**config.mk**
```make
export PLATFORM = sky130hd
export DESIGN_NAME = iram_prog_loader
export DESIGN_NICKNAME = d
export VERILOG_FILES = /design/src/rtl/iram_prog_loader.sv
export SDC_FILE = /design/constraint.sdc
export NUM_CORES = 1
export LEC_CHECK = 0
export ABC_CLOCK_PERIOD_IN_PS = 5500
export CORE_AREA = 2 2 152 154
export DETAILED_ROUTE_END_ITERATION = 16
export DIE_AREA = 0 0 154 156
export GPL_ROUTABILITY_DRIVEN = 0
export MAX_ROUTING_LAYER = met4
export PLACE_DENSITY = 0.84
export SYNTH_ARGS = -nofsm -noshare
export SYNTH_HDL_FRONTEND = slang
export SYNTH_SLANG_ARGS = --single-unit
export TNS_END_PERCENT = 50
```
**constraint.sdc**
```tcl
create_clock -name pll_core_cpuclk -period 5.5 [get_ports pll_core_cpuclk]
set_clock_uncertainty 0.1 [all_clocks]
set_input_delay 1.1 -clock pll_core_cpuclk [delete_from_list [all_inputs] [get_ports pll_core_cpuclk]]
set_output_delay 1.1 -clock pll_core_cpuclk [all_outputs]
set_load 0.03 [all_outputs]
```
**src/rtl/iram_prog_loader.sv**
```systemverilog
// ---------------------------------------------------------------------------
// iram_prog_loader
//   Byte-stream program loader for the instruction RAM. Each session starts
//   with a 3-byte little-endian word count. That many 128-bit words follow,
//   16 bytes per word with the least significant byte first. Each assembled
//   word is written to IRAM in a single one-cycle strobe, at consecutive
//   word addresses starting from BASE_ADDR.
//
//   Optional feature macro: IRAM_LOADER_CHKSUM_EN
//     defined   - one trailing checksum byte is accepted after the data. It is
//                 compared against the 8-bit modulo sum of all data bytes, and
//                 load_err reports a mismatch once DONE is reached.
//     undefined - there is no checksum byte, and load_err is tied low.
//
// Parameters
//   BASE_ADDR        word address of the first word written in a session
// Ports
//   pll_core_cpuclk  clock (rising edge)
//   pad_cpu_rst_b    asynchronous active-low reset
//   load_start       one-cycle request to start a session (IDLE/DONE only)
//   byte_valid       byte_data is valid
//   byte_data        stream byte
//   byte_ready       loader takes a byte this cycle (HDR/DATA/CHK)
//   prog_wen         IRAM write strobe, high only in WRITE
//   prog_waddr       IRAM word address (holds between writes)
//   prog_wdata       IRAM write data (holds between writes)
//   load_busy        a session is in progress
//   load_done        the session has completed; held until the next load_start
//   load_err         checksum mismatch
// ---------------------------------------------------------------------------

// One byte lane of the word assembly buffer. byte_nxt is the value the lane
// will hold after this edge, so the last byte of a word can be forwarded
// straight into the write-data register.
module iram_loader_lane #(
  parameter int VEC_W = 8
) (
  input  logic             pll_core_cpuclk,
  input  logic             pad_cpu_rst_b,
  input  logic             cap_en,
  input  logic [VEC_W-1:0] byte_in,
  output logic [VEC_W-1:0] byte_nxt
);

  logic [VEC_W-1:0] byte_q;

  assign byte_nxt = cap_en ? byte_in : byte_q;

  always_ff @(posedge pll_core_cpuclk or negedge pad_cpu_rst_b) begin
    if (!pad_cpu_rst_b) byte_q <= '0;
    else                byte_q <= byte_nxt;
  end

endmodule

module iram_prog_loader #(
  parameter logic [19:0] BASE_ADDR = 20'h00000
) (
  input  logic         pll_core_cpuclk,
  input  logic         pad_cpu_rst_b,
  input  logic         load_start,
  input  logic         byte_valid,
  input  logic [7:0]   byte_data,
  output logic         byte_ready,
  output logic         prog_wen,
  output logic [19:0]  prog_waddr,
  output logic [127:0] prog_wdata,
  output logic         load_busy,
  output logic         load_done,
  output logic         load_err
);

  localparam int NUM_LANES = 16;
  localparam int VEC_W     = 8;

  localparam logic [2:0] S_IDLE  = 3'd0;
  localparam logic [2:0] S_HDR   = 3'd1;
  localparam logic [2:0] S_DATA  = 3'd2;
  localparam logic [2:0] S_WRITE = 3'd3;
`ifdef IRAM_LOADER_CHKSUM_EN
  localparam logic [2:0] S_CHK   = 3'd4;
`endif
  localparam logic [2:0] S_DONE  = 3'd5;

  // Where a session goes once the last word is written, or directly from
  // the header when the count is zero.
`ifdef IRAM_LOADER_CHKSUM_EN
  localparam logic [2:0] S_END = S_CHK;
`else
  localparam logic [2:0] S_END = S_DONE;
`endif

  logic [2:0]   state;
  logic [1:0]   hdr_idx;    // header byte number 0..2
  logic [3:0]   byte_idx;   // data byte number within the current word
  logic [19:0]  word_cnt;   // header accumulator, then words still to write
  logic [19:0]  addr;       // address of the word being assembled
  logic [19:0]  waddr_q;
  logic [127:0] wdata_q;
`ifdef IRAM_LOADER_CHKSUM_EN
  logic [7:0]   sum;
  logic         err_q;
`endif

  logic         byte_xfer;
  logic         data_xfer;
  logic [19:0]  hdr_count;

  logic [NUM_LANES-1:0]            lane_cap;
  logic [NUM_LANES-1:0][VEC_W-1:0] lane_nxt;

  // byte_ready is decoded from state alone, with no path from byte_valid.
  assign byte_ready = (state == S_HDR) || (state == S_DATA)
`ifdef IRAM_LOADER_CHKSUM_EN
                   || (state == S_CHK)
`endif
                   ;
  assign byte_xfer  = byte_valid && byte_ready;
  assign data_xfer  = byte_xfer && (state == S_DATA);

  // Count as it will be once the third header byte lands. Header bits
  // [23:20] are dropped here.
  assign hdr_count  = {byte_data[3:0], word_cnt[15:0]};

  assign prog_wen   = (state == S_WRITE);
  assign prog_waddr = waddr_q;
  assign prog_wdata = wdata_q;
  assign load_busy  = byte_ready || (state == S_WRITE);
  assign load_done  = (state == S_DONE);
`ifdef IRAM_LOADER_CHKSUM_EN
  assign load_err   = err_q;
`else
  assign load_err   = 1'b0;
`endif

  // Word assembly buffer: lane k captures data byte k of the current word.
  for (genvar k = 0; k < NUM_LANES; k++) begin : g_lane
    assign lane_cap[k] = data_xfer && (byte_idx == 4'(k));

    iram_loader_lane #(.VEC_W(VEC_W)) u_lane (
      .pll_core_cpuclk (pll_core_cpuclk),
      .pad_cpu_rst_b   (pad_cpu_rst_b),
      .cap_en          (lane_cap[k]),
      .byte_in         (byte_data),
      .byte_nxt        (lane_nxt[k])
    );
  end

  always_ff @(posedge pll_core_cpuclk or negedge pad_cpu_rst_b) begin
    if (!pad_cpu_rst_b) begin
      state    <= S_IDLE;
      hdr_idx  <= '0;
      byte_idx <= '0;
      word_cnt <= '0;
      addr     <= '0;
      waddr_q  <= '0;
      wdata_q  <= '0;
`ifdef IRAM_LOADER_CHKSUM_EN
      sum      <= '0;
      err_q    <= 1'b0;
`endif
    end else begin
      case (state)
        S_IDLE, S_DONE: begin
          if (load_start) begin
            state    <= S_HDR;
            hdr_idx  <= '0;
            byte_idx <= '0;
            word_cnt <= '0;
            addr     <= BASE_ADDR;
`ifdef IRAM_LOADER_CHKSUM_EN
            sum      <= '0;
            err_q    <= 1'b0;
`endif
          end
        end

        S_HDR: begin
          if (byte_xfer) begin
            hdr_idx <= hdr_idx + 2'd1;
            if (hdr_idx == 2'd0) begin
              word_cnt[7:0] <= byte_data;
            end else if (hdr_idx == 2'd1) begin
              word_cnt[15:8] <= byte_data;
            end else begin
              word_cnt <= hdr_count;
              state    <= (hdr_count == 20'd0) ? S_END : S_DATA;
            end
          end
        end

        S_DATA: begin
          if (byte_xfer) begin
            byte_idx <= byte_idx + 4'd1;   // wraps to 0 for the next word
`ifdef IRAM_LOADER_CHKSUM_EN
            sum      <= sum + byte_data;
`endif
            // The last byte goes into the write register through the lane's
            // forwarded value, so WRITE follows without an extra cycle.
            if (byte_idx == 4'd15) begin
              state   <= S_WRITE;
              waddr_q <= addr;
              wdata_q <= lane_nxt;
            end
          end
        end

        S_WRITE: begin
          addr     <= addr + 20'd1;
          word_cnt <= word_cnt - 20'd1;
          state    <= (word_cnt == 20'd1) ? S_END : S_DATA;
        end

`ifdef IRAM_LOADER_CHKSUM_EN
        S_CHK: begin
          if (byte_xfer) begin
            err_q <= (byte_data != sum);
            state <= S_DONE;
          end
        end
`endif

        default: state <= S_IDLE;
      endcase
    end
  end

endmodule

```
Yosys cells after proc, flatten, opt, wreduce, memory -nomap -nowiden
Cells that the tools add are included.
{ "classes": {"add_sub_neg": 4, "multipliers": 0, "div": 0, "order_cmp": 0, "eq_ne": 29, "n_shift": 0, "n_mux": 39, "n_bitwise": 0, "n_reduce_logical": 37} }
{ "op_table": {"columns": ["cell", "count"], "rows": [
  ["2-to-1 mux 8 bit", 18],
  ["one-hot mux 20 bit (3 select lines)", 1],
  ["2-to-1 mux 20 bit", 2],
  ["one-hot mux 20 bit (2 select lines)", 1],
  ["equality test 4 bit (second input constant)", 8],
  ["2-to-1 mux 3 bit", 8],
  ["adder 20 x 1 -> 20 bit (second input constant)", 1],
  ["equality test 20 x 1 -> 1 bit (second input constant)", 1],
  ["zero test 20 bit", 1],
  ["subtractor 20 x 1 -> 20 bit (second input constant)", 1],
  ["logical AND 1 bit", 18],
  ["equality test 4 x 3 -> 1 bit (second input constant)", 4],
  ["2-to-1 mux 12 bit", 1],
  ["2-to-1 mux 4 bit", 3],
  ["one-hot mux 3 bit (4 select lines)", 1],
  ["inequality test 2 bit (second input constant)", 5],
  ["AND reduction 5 bit", 2],
  ["AND reduction 3 bit", 3],
  ["equality test 4 x 2 -> 1 bit (second input constant)", 2],
  ["one-hot mux 4 bit (2 select lines)", 1],
  ["equality test 3 x 2 -> 1 bit (second input constant)", 2],
  ["inequality test 2 x 1 -> 1 bit (second input constant)", 3],
  ["AND reduction 6 bit", 1],
  ["nonzero test 2 bit", 3],
  ["other kinds (16)", 18]
]} }
{ "totals": {"register_bits": 325, "latchBits": 0, "ramBits": 0, "mem_bits_ro": 0, "input_bits": 12, "memories": 0} }

Longest topological paths before layout
Gate-level depths: netlist of the first run.
{ "depth": {"word_depth": 6, "depth_mapped": 7, "ltp_nobuf": 6} }

Modules after synthesis
A second synthesis of the first run with hierarchy kept.
{ "hier_totals": {"hier_cells": 959, "hier_area_um2": 14546.5} }
{ "by_module_without_submodules": {"columns": ["module", "n_inst", "cells_per_inst", "area_each_um2", "seq_area_each_um2"], "rows": [
  ["iram_prog_loader", 1, 687, 9241.4, 4929.7],
  ["iram_loader_lane", 16, 17, 331.6, 200.2]
]} }

Worst setup path after synthesis of the first run
OpenSTA, ideal clock, no wires.
{ "synth_timing": {"kind": "flip-flop to output port", "start": "reg state[2]", "end": "out prog_wen", "arrival_time_ns": 1.367, "path_slack_ns": 2.933, "stages_incl_launch_ff": 5, "cell_sequence": "dfrtp_1 buf_2 nand3b_1 clkinv_1 clkbuf_1"} }
{ "synth_between": {"elab_chain_len": 1} }
{ "synth_rtl": {"columns": ["element", "line", "text"], "rows": [
  ["from (decl)", "93", "logic [2:0] state;"],
  ["from (signal assigned)", "187", "state <= (hdr_count == 20'd0) ? S_END : S_DATA;"],
  ["from (signal assigned)", "211", "state <= (word_cnt == 20'd1) ? S_END : S_DATA;"],
  ["equality test 3 x 2 -> 1 bit", "125", "assign prog_wen = (state == S_WRITE);"],
  ["to (decl)", "65", "output logic prog_wen,"]
]} }
No other way between the ends.

Worst setup path in the final report of the first run
{ "layout_timing": {"start": "reg state[1]", "end": "out prog_wen"} }
Same word-level chain as after synthesis.

==> impl_metrics.json, run 1 <==
{
  "outcome": "completed",
  "finish.net_count": 1127,
  "average_wire_length_per_cell_after_detail_routing_um": 20.2,
  "insertedDiodeCount": 0,
  "io_pins": 165,
  "nFillCells": 1519,
  "grtUsageTotal_pct": 25.4,
  "core-area_um2": 22400,
  "mappedNetlistArea_um2": 13200,
  "die_w_um": 154,
  "synthesis.yosys.warnings": 0,
  "final_period_minus_worst_setup_slack_ns": 4.29,
  "finalCritPeriodShare_pct": 78.1,
  "dr.first_iter.drc_count": 464,
  "cts_htree_levels": 2,
  "postRouteWirelength_um": 28600,
  "drtAntennaViolNets": 0,
  "synthesized_area_fraction_occupied_by_adder_cells_pct": 0.951,
  "max_slew.worst_pin.slew_ns": 1.24,
  "worst_hold_path_type": "flop to flop",
  "synth_xor_area_share_pct": 0.333,
  "ir_worst_vdd_v": 0.000295,
  "grt_max_degree": 132,
  "async_reset_ff_share_pct": 100,
  "layout.core_utilization_pct": 72.0,
  "clock-root-buffer": "sky130_fd_sc_hd__clkbuf_16",
  "grt_pass1_vias": 8778,
  "post_synth_mux_area_share_pct": 23.8,
  "floorplan.rows": 55,
  "maxSlewHeadroom_pct": 16.7,
  "multi_input_comb_area_um2": 4910,
  "postSynthAreaPerCell_um2": 13.8,
  "fraction_of_final_layout_cells_with_drive_strength_greater_than_1_pct": 30.5,
  "synth_cell_types": 62,
  "clk_latency_ns": 0.50,
  "synth_top_family_by_area": "multiplexers",
  "mappedNetlistNets": 976,
  "worstSetupPathType": "flop to primary output",
  "ys_ff_latch": 317,
  "synthSimpleGateAreaFrac_pct": 7.23,
  "drtPass1Iterations": 4,
  "layout.area.seq_um2": 7930,
  "p_per_area_nw_per_um2": 432,
  "seq_area_frac_synth_pct": 60.3,
  "cts.path.max_buffers": 3,
  "arrival_ns": 3.09,
  "cp_max_fo": 32,
  "die_height_um": 156,
  "timing.setup.tns_ns": 0,
  "post_cts_resized": 0,
  "cellLeakagePower_nw": 7.77,
  "timing.final.setup_violations": 0,
  "overflow": 0,
  "total_vias_in_the_final_route": 8281,
  "synthToLayoutAreaGrowth_pct": 22.3,
  "ys.flop_type": "sky130_fd_sc_hd__dfrtp_1",
  "max-cap-violations": 0,
  "cts.reportedPaths.clkPinSlew_ns": 0.06,
  "post_synth_edffs": 0,
  "die_area_um2": 24000,
  "cp_endpoint_kind": "primary output",
  "final_hold_viol_count": 0,
  "place_hpwl_um": 18200,
  "port-buffer-count": 163,
  "drt_via_density": 5.86,
  "post_synth_inst_count": 954,
  "tritoncts": "built",
  "finalMaxSlewViolations": 0,
  "cts_hold_repair.buffers": 0,
  "fmax_ghz": 0.233,
  "crit_required_ns": 4.30,
  "remaining_drc_errors": 0,
  "tritoncts.num_buffers": 34,
  "synth_compound_area_share_pct": 4.99,
  "cp_launch_type": "flop",
  "number_of_antenna_violations_at_the_first_check_in_global_routing": 0,
  "setup_repair_after_global_routing_missed_its_margin": "no",
  "floorplan.initialDensity_pct": 58.8,
  "cts_sinks": 317,
  "wire_length_of_the_first_global_routing_pass_um": 46800,
  "postCtsSetupBuffers": 0
}
[worst max-delay path: stages (launching register included)]
cell and delay (ns):
sky130_fd_sc_hd__dfrtp_1 0.54, sky130_fd_sc_hd__nand3b_1 0.17, sky130_fd_sc_hd__buf_4 0.34, sky130_fd_sc_hd__clkinv_1 0.72, sky130_fd_sc_hd__clkdlybuf4s50_1 0.82
[path summary, 6_finish.rpt]
check,slack [ns],depth (start not counted),to,start
worst min-delay path,0.38,1,addr[19]$_DFFE_PN0P_,addr[19]$_DFFE_PN0P_
worst max-delay path,1.21,4,prog_wen,state[1]$_DFFE_PN0P_
worst max register to register,2.52,6,addr[6]$_DFFE_PN0P_,state[1]$_DFFE_PN0P_
worst min register to register,0.38,1,addr[19]$_DFFE_PN0P_,addr[19]$_DFFE_PN0P_
max in group asynchronous,3.66,2,prog_waddr[10]$_DFFE_PN0P_,pad_cpu_rst_b
min in group asynchronous,0.49,1,prog_wdata[102]$_DFFE_PN0P_,pad_cpu_rst_b
[Yosys cell counts, types with 5 or more instances]
cell type | instances | area share (%)
sky130_fd_sc_hd__a21oi_1 | 14 | 0.53
sky130_fd_sc_hd__a31oi_1 | 14 | 0.67
sky130_fd_sc_hd__and2_1 | 12 | 0.57
sky130_fd_sc_hd__and3_1 | 9 | 0.43
sky130_fd_sc_hd__buf_2 | 25 | 0.95
sky130_fd_sc_hd__clkbuf_1 | 28 | 0.80
sky130_fd_sc_hd__dfrtp_1 | 317 | 60
sky130_fd_sc_hd__ha_1 | 10 | 0.95
sky130_fd_sc_hd__inv_1 | 14 | 0.40
sky130_fd_sc_hd__mux2_2 | 267 | 23
sky130_fd_sc_hd__mux2i_1 | 11 | 0.84
sky130_fd_sc_hd__nand2_1 | 42 | 1.2
sky130_fd_sc_hd__nand3_1 | 14 | 0.53
sky130_fd_sc_hd__nand4_1 | 11 | 0.52
sky130_fd_sc_hd__nor2_1 | 27 | 0.77
sky130_fd_sc_hd__nor2b_1 | 6 | 0.29
sky130_fd_sc_hd__nor3_1 | 12 | 0.46
sky130_fd_sc_hd__nor4_1 | 8 | 0.38
sky130_fd_sc_hd__o21ai_0 | 27 | 1.0
sky130_fd_sc_hd__o22ai_1 | 6 | 0.29
sky130_fd_sc_hd__o2bb2ai_1 | 5 | 0.33
[metal layers]
| metal | vias to the layer above | share of wire [%] | track usage (%) |
|---|---|---|---|
| met5 | - | 0 | - |
| met4 | 0 | 2.6 | 7.79 |
| met3 | 53 | 6.4 | 5.97 |
| met2 | 240 | 49 | 40.7 |
| met1 | 4242 | 42 | 32.6 |
| li1 | 3746 | - | - |
[cell type report]
class | count | area share [%]
clock buffers | 47 | 6.03
flip-flops and latches | 317 | 49.3
well taps | 285 | 2.22
multi-input cells | 564 | 30.5
clock inverters | 13 | 0.816
inverters | 15 | 0.350
repair buffers | 173 | 10.8
[state kept, by name, summed over array words and instances, names as in the netlist]
register,flops
prog_wdata,128
g_lane.u_lane.byte_q,120
addr,20
prog_waddr,20
word_cnt,20
byte_idx,4
state,3
hdr_idx,2
[stage by stage]
step	area, um^2	hold slack, ns	cells	setup slack [ns]	power, mW
2_1_floorplan	13200	0.341	954	2.93	4.27
3_3_place_gp	15000	0.356	1354	1.84	4.64
3_5_place_dp	15000	0.369	1354	1.80	4.74
4_1_cts	16100	0.382	1414	1.27	6.99
5_1_grt	16100	0.400	1414	1.01	7.33
6_report	16100	0.380	1414	1.21	6.95
[where the power goes]
group	leakage (nW)	switching [mW]	internal, mW	total, mW
clock	0.546	0.896	1.34	2.23
sequential	4.31	0.316	2.78	3.10
combinational	2.91	0.917	0.706	1.62
[cell usage in the layout (no fill, tap or decap), types with 4 or more instances in the layout]
cell type	count
sky130_fd_sc_hd__clkbuf_16	35
sky130_fd_sc_hd__mux2_2	267
sky130_fd_sc_hd__dfrtp_1	317
sky130_fd_sc_hd__nand2_1	42
sky130_fd_sc_hd__nand4_1	11
sky130_fd_sc_hd__a21oi_1	14
sky130_fd_sc_hd__o22ai_1	6
sky130_fd_sc_hd__mux2i_1	11
sky130_fd_sc_hd__a22oi_1	4
sky130_fd_sc_hd__clkbuf_8	5
sky130_fd_sc_hd__nor3_1	12
sky130_fd_sc_hd__and3_1	9
sky130_fd_sc_hd__clkinv_2	7
sky130_fd_sc_hd__or4_1	4
sky130_fd_sc_hd__nor4_1	8
sky130_fd_sc_hd__nand3_1	14
sky130_fd_sc_hd__ha_1	10
sky130_fd_sc_hd__o21ai_0	27
sky130_fd_sc_hd__nor2b_1	6
sky130_fd_sc_hd__clkdlybuf4s50_1	162
sky130_fd_sc_hd__buf_4	8
sky130_fd_sc_hd__o31ai_1	4
sky130_fd_sc_hd__nor2_1	27
sky130_fd_sc_hd__clkbuf_1	7
sky130_fd_sc_hd__inv_1	14
sky130_fd_sc_hd__a31oi_1	14
sky130_fd_sc_hd__and2_1	12
sky130_fd_sc_hd__o2bb2ai_1	5
[cells by family (layout without fill, tap and decap cells)]
family                     Yosys count  count (layout)
and+or+nand+nor                    168             168
xor gates and xnor gates             5               5
other                                1               1
muxes                              279             279
AOI/OAI and AO/OA                  101             101
DFF                                317             317
buffers and inverters               73             248
adders and majority gates           10              10
(Power assumes the default switching activity.)
==> run 2: changes to the inputs <==
==> config.mk (replaced) <==
export PLATFORM = sky130hd
export DESIGN_NAME = iram_prog_loader
export DESIGN_NICKNAME = d
export VERILOG_FILES = /design/src/rtl/iram_prog_loader.sv
export SDC_FILE = /design/constraint.sdc
export NUM_CORES = 1
export LEC_CHECK = 0
export ABC_CLOCK_PERIOD_IN_PS = 4200
export CORE_AREA = 2 2 158 160
export DETAILED_ROUTE_END_ITERATION = 16
export DIE_AREA = 0 0 160 162
export GPL_ROUTABILITY_DRIVEN = 0
export MAX_ROUTING_LAYER = met4
export PLACE_DENSITY = 0.79
export SYNTH_ARGS = -nofsm -noshare
export SYNTH_HDL_FRONTEND = slang
export SYNTH_SLANG_ARGS = --single-unit
export TNS_END_PERCENT = 50
==> constraint.sdc (replaced) <==
create_clock -name pll_core_cpuclk -period 4.2 [get_ports pll_core_cpuclk]
set_clock_uncertainty 0.1 [all_clocks]
set_input_delay 0.84 -clock pll_core_cpuclk [delete_from_list [all_inputs] [get_ports pll_core_cpuclk]]
set_output_delay 0.84 -clock pll_core_cpuclk [all_outputs]
set_load 0.03 [all_outputs]
==> run 2 against run 1 <==
  * Clock power rose by 33%
  * Global-route usage fell by 2.3 points
  * Cell area grew 1.0%
  * Utilization fell by 4.5 points
  * Critical endpoint is now load_done
==> impl_metrics.json, run 2 (same netlist as run 1, synthesis figures left out) <==
{
  "nFillCells": 1761,
  "timing.critical_path.buf_inv": 1,
  "grtUsageTotal_pct": 23.1,
  "rrSetupSlack_ns": 1.54,
  "die_height_um": 162,
  "worstSetupPathType": "flop to primary output",
  "final_period_minus_worst_setup_slack_ns": 3.21,
  "number_of_flip_flops_in_the_largest_register": 128,
  "tritoncts.num_buffers": 31,
  "floorplan.initialDensity_pct": 54.6,
  "finalCritPeriodShare_pct": 76.3,
  "cp_launch_type": "flop",
  "cp_endpoint_kind": "primary output",
  "arrival_ns": 2.27,
  "postRouteWirelength_um": 28800,
  "cpMaxStageDelayCell": "sky130_fd_sc_hd__clkdlybuf4s50_1",
  "final_hold_viol_count": 0,
  "overflow": 0,
  "setup_repair_after_global_routing_missed_its_margin": "no",
  "floorplan.rows": 57,
  "power.share.combinational_pct": 23.3,
  "share_seq_of_total_power_pct": 44.3,
  "final_cell_mix": "sky130_fd_sc_hd__dfrtp_1 (317), sky130_fd_sc_hd__mux2_2 (267), sky130_fd_sc_hd__clkdlybuf4s50_1 (162), sky130_fd_sc_hd__nand2_1 (42), sky130_fd_sc_hd__clkbuf_16 (31)",
  "place_hpwl_um": 18800,
  "max-cap-violations": 0,
  "total_vias_in_the_final_route": 8304,
  "drtAntennaViolNets": 0,
  "cellLeakagePower_nw": 7.84,
  "finish.net_count": 1135,
  "io_pins": 165,
  "cts_sinks": 317,
  "dp.cells": 1404,
  "cp_slowest_stage_delay_ns": 0.66,
  "crit_required_ns": 3.26,
  "clk_latency_ns": 0.56,
  "tritoncts": "built",
  "clock_group_share_of_total_power_pct": 32.4,
  "remaining_drc_errors": 0,
  "timing.critical_path.cells": "nor2b_1 > and2_1 > clkdlybuf4s50_1",
  "cts_hold_repair.buffers": 0,
  "synthToLayoutAreaGrowth_pct": 23.6,
  "cts_htree_levels": 1,
  "netSwitchingPower_mw": 2.77,
  "core-area_um2": 24100,
  "layout_commonest_cell": "sky130_fd_sc_hd__dfrtp_1",
  "die_area_um2": 25900,
  "timing.reg2reg.worst_path_depth": 4,
  "grt_max_degree": 111,
  "regToRegStartpoint": "state[1]$_DFFE_PN0P_",
  "port-buffer-count": 163,
  "worst_hold_path_type": "input pin to async pin",
  "grt_pass1_vias": 8423,
  "timing.setup.tns_ns": 0,
  "number_of_antenna_violations_at_the_first_check_in_global_routing": 0,
  "timing.final.setup_violations": 0,
  "cts.reportedPaths.clkPinSlew_ns": 0.06,
  "average_wire_length_per_cell_after_detail_routing_um": 19.7,
  "p_int_mw": 6.39,
  "outcome": "completed",
  "finalMaxSlewViolations": 0,
  "clock-root-buffer": "sky130_fd_sc_hd__clkbuf_16",
  "max_slew.worst_pin.slew_ns": 1.12,
  "dr.first_iter.drc_count": 533,
  "switching_part_of_the_total_pct": 30.3,
  "ir_worst_vdd_v": 0.000422,
  "post_cts_resized": 0,
  "timing.critical_path.max_delay_family": "buffers and inverters",
  "cp_max_fo": 14,
  "drtPass1Iterations": 5,
  "postCtsSetupBuffers": 0,
  "fraction_of_final_layout_cells_with_drive_strength_greater_than_1_pct": 31.5,
  "layout.cells.non_filler": 1462,
  "cts.path.max_buffers": 3,
  "drt_via_density": 5.68,
  "wire_length_of_the_first_global_routing_pass_um": 46300,
  "maxSlewHeadroom_pct": 24.4,
  "insertedDiodeCount": 0,
  "die_w_um": 160,
  "p_per_area_nw_per_um2": 563,
  "r2r-end": "prog_wdata[106]$_DFFE_PN0P_",
  "fmax_ghz": 0.312
}
## run 2: cell count changes in the layout (fill, tap and decap cells not counted), sizes merged
cell and delta:
clkinv -2, bufinv +2, clkbuf -2, buf +11
## run 2: per-layer routing
metal | up-vias | GRT usage [%] | routed length (um)
li1 | 3754 | - | -
met1 | 4262 | 31.1 | 12900
met2 | 244 | 37.2 | 13800
met3 | 44 | 4.39 | 1610
met4 | 0 | 4.87 | 522
met5 | - | - | 0
## run 2: stage by stage
| step | util [%] | area, um^2 | power (mW) | hold WS [ns] | worst slack [ns] |
|---|---|---|---|---|---|
| after global placement | 62.8 | 15100 | 6.11 | 0.362 | 0.832 |
| after CTS | 67.5 | 16300 | 9.21 | 0.208 | 0.982 |
| after detailed placement | 62.8 | 15100 | 6.22 | 0.370 | 0.803 |
| final | 67.5 | 16300 | 9.16 | 0.160 | 0.995 |
| after global routing | 67.5 | 16300 | 9.66 | 0.231 | 0.840 |
| after floorplan | - | 13200 | 5.59 | 0.341 | 1.89 |
## run 2: power by group through the flow
| stage | registers [mW] | clock network, mW | logic [mW] |
|---|---|---|---|
| floorplan | 3.98 | 0 | 1.61 |
| CTS | 4.05 | 3.02 | 2.13 |
| finish | 4.06 | 2.97 | 2.13 |
| global placement | 4.06 | 0 | 2.05 |
| global route | 4.14 | 3.16 | 2.35 |
| detailed placement | 4.10 | 0 | 2.12 |
## run 2: final cells by class
class	instances	area, um^2	area share [%]
repair buffers	184	1830	11.3
flip-flops and latches	317	7930	48.8
clock buffers	45	948	5.83
clock inverters	13	179	1.10
inverters	15	56.3	0.346
well taps	324	405	2.49
multi-input cells	564	4910	30.2
## run 2: how the worst max path moves through the flow
stage                         startpoint                     endpoint  slack, ns  cells past startpoint
floorplan           state[2]$_DFFE_PN0P_                     prog_wen       1.89                      4
global placement              byte_valid  prog_wdata[104]$_DFFE_PN0P_       0.83                      5
detailed placement            byte_valid  prog_wdata[100]$_DFFE_PN0P_       0.80                      5
CTS                 state[0]$_DFFE_PN0P_                    load_done       0.98                      3
global route        state[0]$_DFFE_PN0P_                    load_done       0.84                      3
finish              state[0]$_DFFE_PN0P_                    load_done       0.99                      3
